`config.mk`:
```
export PLATFORM = sky130hd
export DESIGN_NAME = cell_select_debounced
export DESIGN_NICKNAME = d
export VERILOG_FILES = /design/src/rtl/cell_select_debounced.sv
export SDC_FILE = /design/constraint.sdc
export NUM_CORES = 1
export LEC_CHECK = 0
export ABC_AREA = 1
export CELL_PAD_IN_SITES_DETAIL_PLACEMENT = 0
export CELL_PAD_IN_SITES_GLOBAL_PLACEMENT = 1
export CORE_AREA = 3 3 59 61
export DETAILED_ROUTE_END_ITERATION = 7
export DIE_AREA = 0 0 62 64
export GPL_ROUTABILITY_DRIVEN = 0
export PLACE_DENSITY = 0.9
export SLEW_MARGIN = 20
export SYNTH_ARGS = -nofsm -noshare
export SYNTH_HDL_FRONTEND = slang
export SYNTH_SLANG_ARGS = --single-unit
```
`constraint.sdc`:
```
create_clock -name clk -period 3.7 [get_ports clk]
set_clock_uncertainty 0.05 [all_clocks]
set_input_delay 1.11 -clock clk [delete_from_list [all_inputs] [get_ports clk]]
set_output_delay 1.11 -clock clk [all_outputs]
set_load 0.02 [all_outputs]
```
`src/rtl/cell_select_debounced.sv`:
```
// cell_select_debounced
//   Board-cell selector. A raw push button is synchronized, debounced and
//   turned into a single press event; at that event the cell index on pos_in
//   is either accepted (one-cycle one-hot strobe, cell marked occupied) or
//   rejected (cell already taken or index out of range).
//
// Ports
//   clk         system clock, rising edge
//   rst         synchronous active-high reset
//   pos_in      cell index, sampled at the press-evaluation edge
//   btn         raw asynchronous push button, active high
//   clear       synchronous board clear (pulse or level)
//   sel_onehot  one-hot selected cell, nonzero only with sel_valid
//   sel_valid   one-cycle accept strobe
//   sel_reject  one-cycle reject strobe
//   occupied    occupancy mask, bit i = cell i taken
//   board_full  all NUM_CELLS cells taken
//
// FSM states
//   state    | meaning
//   ---------+-----------------------------------------------------------
//   IDLE     | waiting for debounced press; evaluates pos_in when it comes
//   WAIT_REL | press handled, waiting for debounced release

module cell_select_debounced #(
  parameter int NUM_CELLS       = 9,
  parameter int POS_W           = 4,
  parameter int DEBOUNCE_CYCLES = 4
) (
  input  logic                 clk,
  input  logic                 rst,
  input  logic [POS_W-1:0]     pos_in,
  input  logic                 btn,
  input  logic                 clear,
  output logic [NUM_CELLS-1:0] sel_onehot,
  output logic                 sel_valid,
  output logic                 sel_reject,
  output logic [NUM_CELLS-1:0] occupied,
  output logic                 board_full
);

  localparam int CNT_W = (DEBOUNCE_CYCLES > 1) ? $clog2(DEBOUNCE_CYCLES) : 1;

  typedef enum logic {
    IDLE     = 1'b0,
    WAIT_REL = 1'b1
  } state_t;

  logic             btn_s1, btn_s2;
  logic             btn_stable;
  logic [CNT_W-1:0] count;

  state_t               state, state_nxt;
  logic [NUM_CELLS-1:0] sel_onehot_nxt;
  logic                 sel_valid_nxt, sel_reject_nxt;
  logic [NUM_CELLS-1:0] occupied_nxt;
  logic                 board_full_nxt;

  logic [NUM_CELLS-1:0] pos_mask;
  logic                 in_range;
  logic                 cell_taken;

  // Synchronizer and debouncer: btn_stable only follows btn_s2 after it has
  // disagreed for DEBOUNCE_CYCLES consecutive edges.
  always_ff @(posedge clk) begin
    if (rst) begin
      btn_s1     <= 1'b0;
      btn_s2     <= 1'b0;
      btn_stable <= 1'b0;
      count      <= '0;
    end else begin
      btn_s1 <= btn;
      btn_s2 <= btn_s1;
      if (btn_s2 != btn_stable) begin
        if (count == CNT_W'(DEBOUNCE_CYCLES - 1)) begin
          btn_stable <= btn_s2;
          count      <= '0;
        end else begin
          count <= count + CNT_W'(1);
        end
      end else begin
        count <= '0;
      end
    end
  end

  // Out-of-range indices shift the single bit off the end, leaving the mask
  // empty, so no occupied[] lookup with an oversized index is needed.
  assign pos_mask   = NUM_CELLS'(1) << pos_in;
  assign in_range   = ({1'b0, pos_in} < (POS_W + 1)'(NUM_CELLS));
  assign cell_taken = |(occupied & pos_mask);

  always_comb begin
    state_nxt      = state;
    sel_onehot_nxt = '0;
    sel_valid_nxt  = 1'b0;
    sel_reject_nxt = 1'b0;
    occupied_nxt   = occupied;

    case (state)
      IDLE: begin
        if (btn_stable) begin
          state_nxt = WAIT_REL;
          // A press coinciding with clear is dropped entirely.
          if (!clear) begin
            if (in_range && !cell_taken) begin
              sel_valid_nxt  = 1'b1;
              sel_onehot_nxt = pos_mask;
              occupied_nxt   = occupied | pos_mask;
            end else begin
              sel_reject_nxt = 1'b1;
            end
          end
        end
      end
      WAIT_REL: begin
        if (!btn_stable) state_nxt = IDLE;
      end
      default: state_nxt = IDLE;
    endcase

    if (clear) occupied_nxt = '0;
    board_full_nxt = &occupied_nxt;
  end

  always_ff @(posedge clk) begin
    if (rst) begin
      state      <= IDLE;
      sel_onehot <= '0;
      sel_valid  <= 1'b0;
      sel_reject <= 1'b0;
      occupied   <= '0;
      board_full <= 1'b0;
    end else begin
      state      <= state_nxt;
      sel_onehot <= sel_onehot_nxt;
      sel_valid  <= sel_valid_nxt;
      sel_reject <= sel_reject_nxt;
      occupied   <= occupied_nxt;
      board_full <= board_full_nxt;
    end
  end

endmodule

```
==> impl_metrics.tcl <==
set metrics [dict create \
    status "finished, final reports clean" \
    grt_overflow_total 0 \
    peakVddDrop_mv 0.167 \
    holdBufCountCts 0 \
    rsz0062_at_grt "false" \
    syn_inst 132 \
    synth_area_leaders "dfxtp_1, nor2_1, nor3_2" \
    vias 955 \
    yosysTopAreaCell "dfxtp_1" \
    routed_wl_mm 2.30 \
    cts_htree_levels 1 \
    setup_viol 0 \
    antennaDiodeCount 0 \
    insertion_delay_ps 340 \
    r2r-start "btn_stable" \
    max_cap_violations 0 \
    crit_buf_inv 1 \
    core-area_sq_um 3030 \
    synth-seq-area-share_pct 50.3 \
    yosysTopAreaCellShare_pct 50.3 \
    hold_path.startpoint "btn_s1" \
    path_cells "clkdlybuf4s50_1" \
    yosys_register_bits 27 \
    synth_cell_type_count 25 \
    path_delay_family "buffers and inverters" \
    clkSinkCount 27 \
    fillers 315 \
    ys_warn_count 0 \
    netlist_area_sq_um 1070 \
    die_y_microns 64 \
    crit_type "flop to primary output" \
    instances_no_fill 206 \
    dieArea_sq_um 3970 \
    critPathSlowestCell "clkdlybuf4s50_1" \
    hpwl_mm 1.81 \
    cts_setup_buffers 0 \
    critPathMaxStageDelay_ps 620 \
    slew-limit-headroom_pct 71.2 \
    ctsRootBufferMaster "clkbuf_4" \
    cts_buffers 3 \
    cellLeakagePower_nw 0.549 \
    tns_ps 0 \
    grt_max_degree 17 \
    crit_path_end_kind "primary output" \
    synth_fp_nets 141 \
    worst_pin_slew_ps 431 \
    drc 0 \
    cts_resized 0 \
    hold_class "flop to flop" \
    num_rows 20 \
    drt_pass1_iterations 4 \
    cts_tree "done" \
    p_per_area_nw_per_um2 317 \
    finalHoldViolCount 0 \
    startpoint_type "flop" \
    grt_pass1_vias 928 \
    port_buffers 28 \
    max_freq_mhz 398 \
    min_period_over_period_pct 67.9 \
    start_util_pct 35.5 \
    crit_path_max_fanout 3 \
    critPathLaunch "occupied[0]" \
    clkSlewWorstSetupHoldPaths_ps 160 \
    drt_iter0_drc 40 \
    critical_path_required_ps 2540 \
    antenna_found_initial 0 \
    clock_path_buffers 2 \
    routedWlPerCell_microns 11.1 \
    drive_gt1_share_pct 11.7 \
    io_pins 29 \
    final_cell_mix "nor2_1, clkdlybuf4s50_1, dfxtp_1" \
    antenna_left 0 \
    dp_cells 202 \
    syn_area_per_cell_sq_um 8.13 \
    vias_per_cell 4.64 \
    slew_violations 0 \
    die_w_microns 62 \
    final_common_cell "nor2_1" \
    grt_pass1_wl_mm 3.80 \
    finalNetCount 172 \
    globalRouteTotalUtil_pct 12.7 \
    syn_to_final_growth_pct 33.3 \
    period_minus_slack_ps 2510 \
    crit_arrival_ps 1350 \
]
-- layout make-up --
| cell class | count | area (sq um) | area share [%] |
|---|---|---|---|
| sequential | 27 | 541 | 37.8 |
| inverter | 16 | 60.1 | 4.20 |
| timing repair buffer | 28 | 280 | 19.6 |
| tap | 44 | 55.1 | 3.85 |
| multi-input combinational | 87 | 465 | 32.5 |
| clock inverter | 1 | 7.51 | 0.524 |
| clock buffer | 3 | 22.5 | 1.57 |
-- path summary, 6_finish.rpt --
path	cells past startpoint	slack, ps	end
setup / recovery	1	1190	occupied[0]
hold / removal	2	370	btn_s2
hold reg to reg	2	370	btn_s2
setup reg to reg	4	2180	sel_onehot[1]
-- cell usage after synthesis, drive strengths merged --
cell type,instances
a41oi,1
clkinv,1
nor3,8
o21bai,1
a21oi,1
nand2,18
nor2,36
clkbuf,1
nand4,2
a31oi,7
o211ai,1
buf,1
nand3,9
a211oi,1
inv,15
dfxtp,27
o21ai,1
ha,1
-- kinds of logic after synthesis --
| kind of cell | count (synthesis) | share of synthesized area [%] |
|---|---|---|
| compound gates | 13 | 7.93 |
| flops | 27 | 50.3 |
| buf+inv | 18 | 6.29 |
| simple gates | 73 | 34.3 |
| fa+ha+maj | 1 | 1.17 |
-- flip-flops by register name, summed over array words and instances, names as in the netlist --
register and flops:
btn_s1 1, sel_onehot 9, btn_stable 1, sel_reject 1, occupied 9, count 2
btn_s2 1, state 1, sel_valid 1, board_full 1
-- layer usage --
layer	vias up	routed length, microns	track usage [%]
li1	490	-	-
met1	437	998	14.3
met2	24	1140	21.8
met3	4	118	2.63
met4	0	34	6.37
met5	-	0	0
-- metrics by stage --
step / hold slack [ps] / total power [W] / worst slack, ps / instance area, sq um / utilization (%)
2_1_floorplan: 338 / 0.000316 / 1680 / 1070 / -
3_3_place_gp: 347 / 0.000329 / 1020 / 1400 / 46.3
3_5_place_dp: 357 / 0.000329 / 983 / 1400 / 46.3
4_1_cts: 377 / 0.000459 / 1180 / 1430 / 47.3
5_1_grt: 382 / 0.000478 / 1100 / 1430 / 47.3
6_report: 370 / 0.000453 / 1190 / 1430 / 47.3
-- where the power goes --
part           leakage, nW  internal, W  switching [W]
logic                0.317    0.0000112      0.0000193
clock network       0.0139    0.0000415      0.0000886
registers            0.218     0.000292    0.000000668
total                0.549     0.000345       0.000109
(Power assumes the default switching activity.)
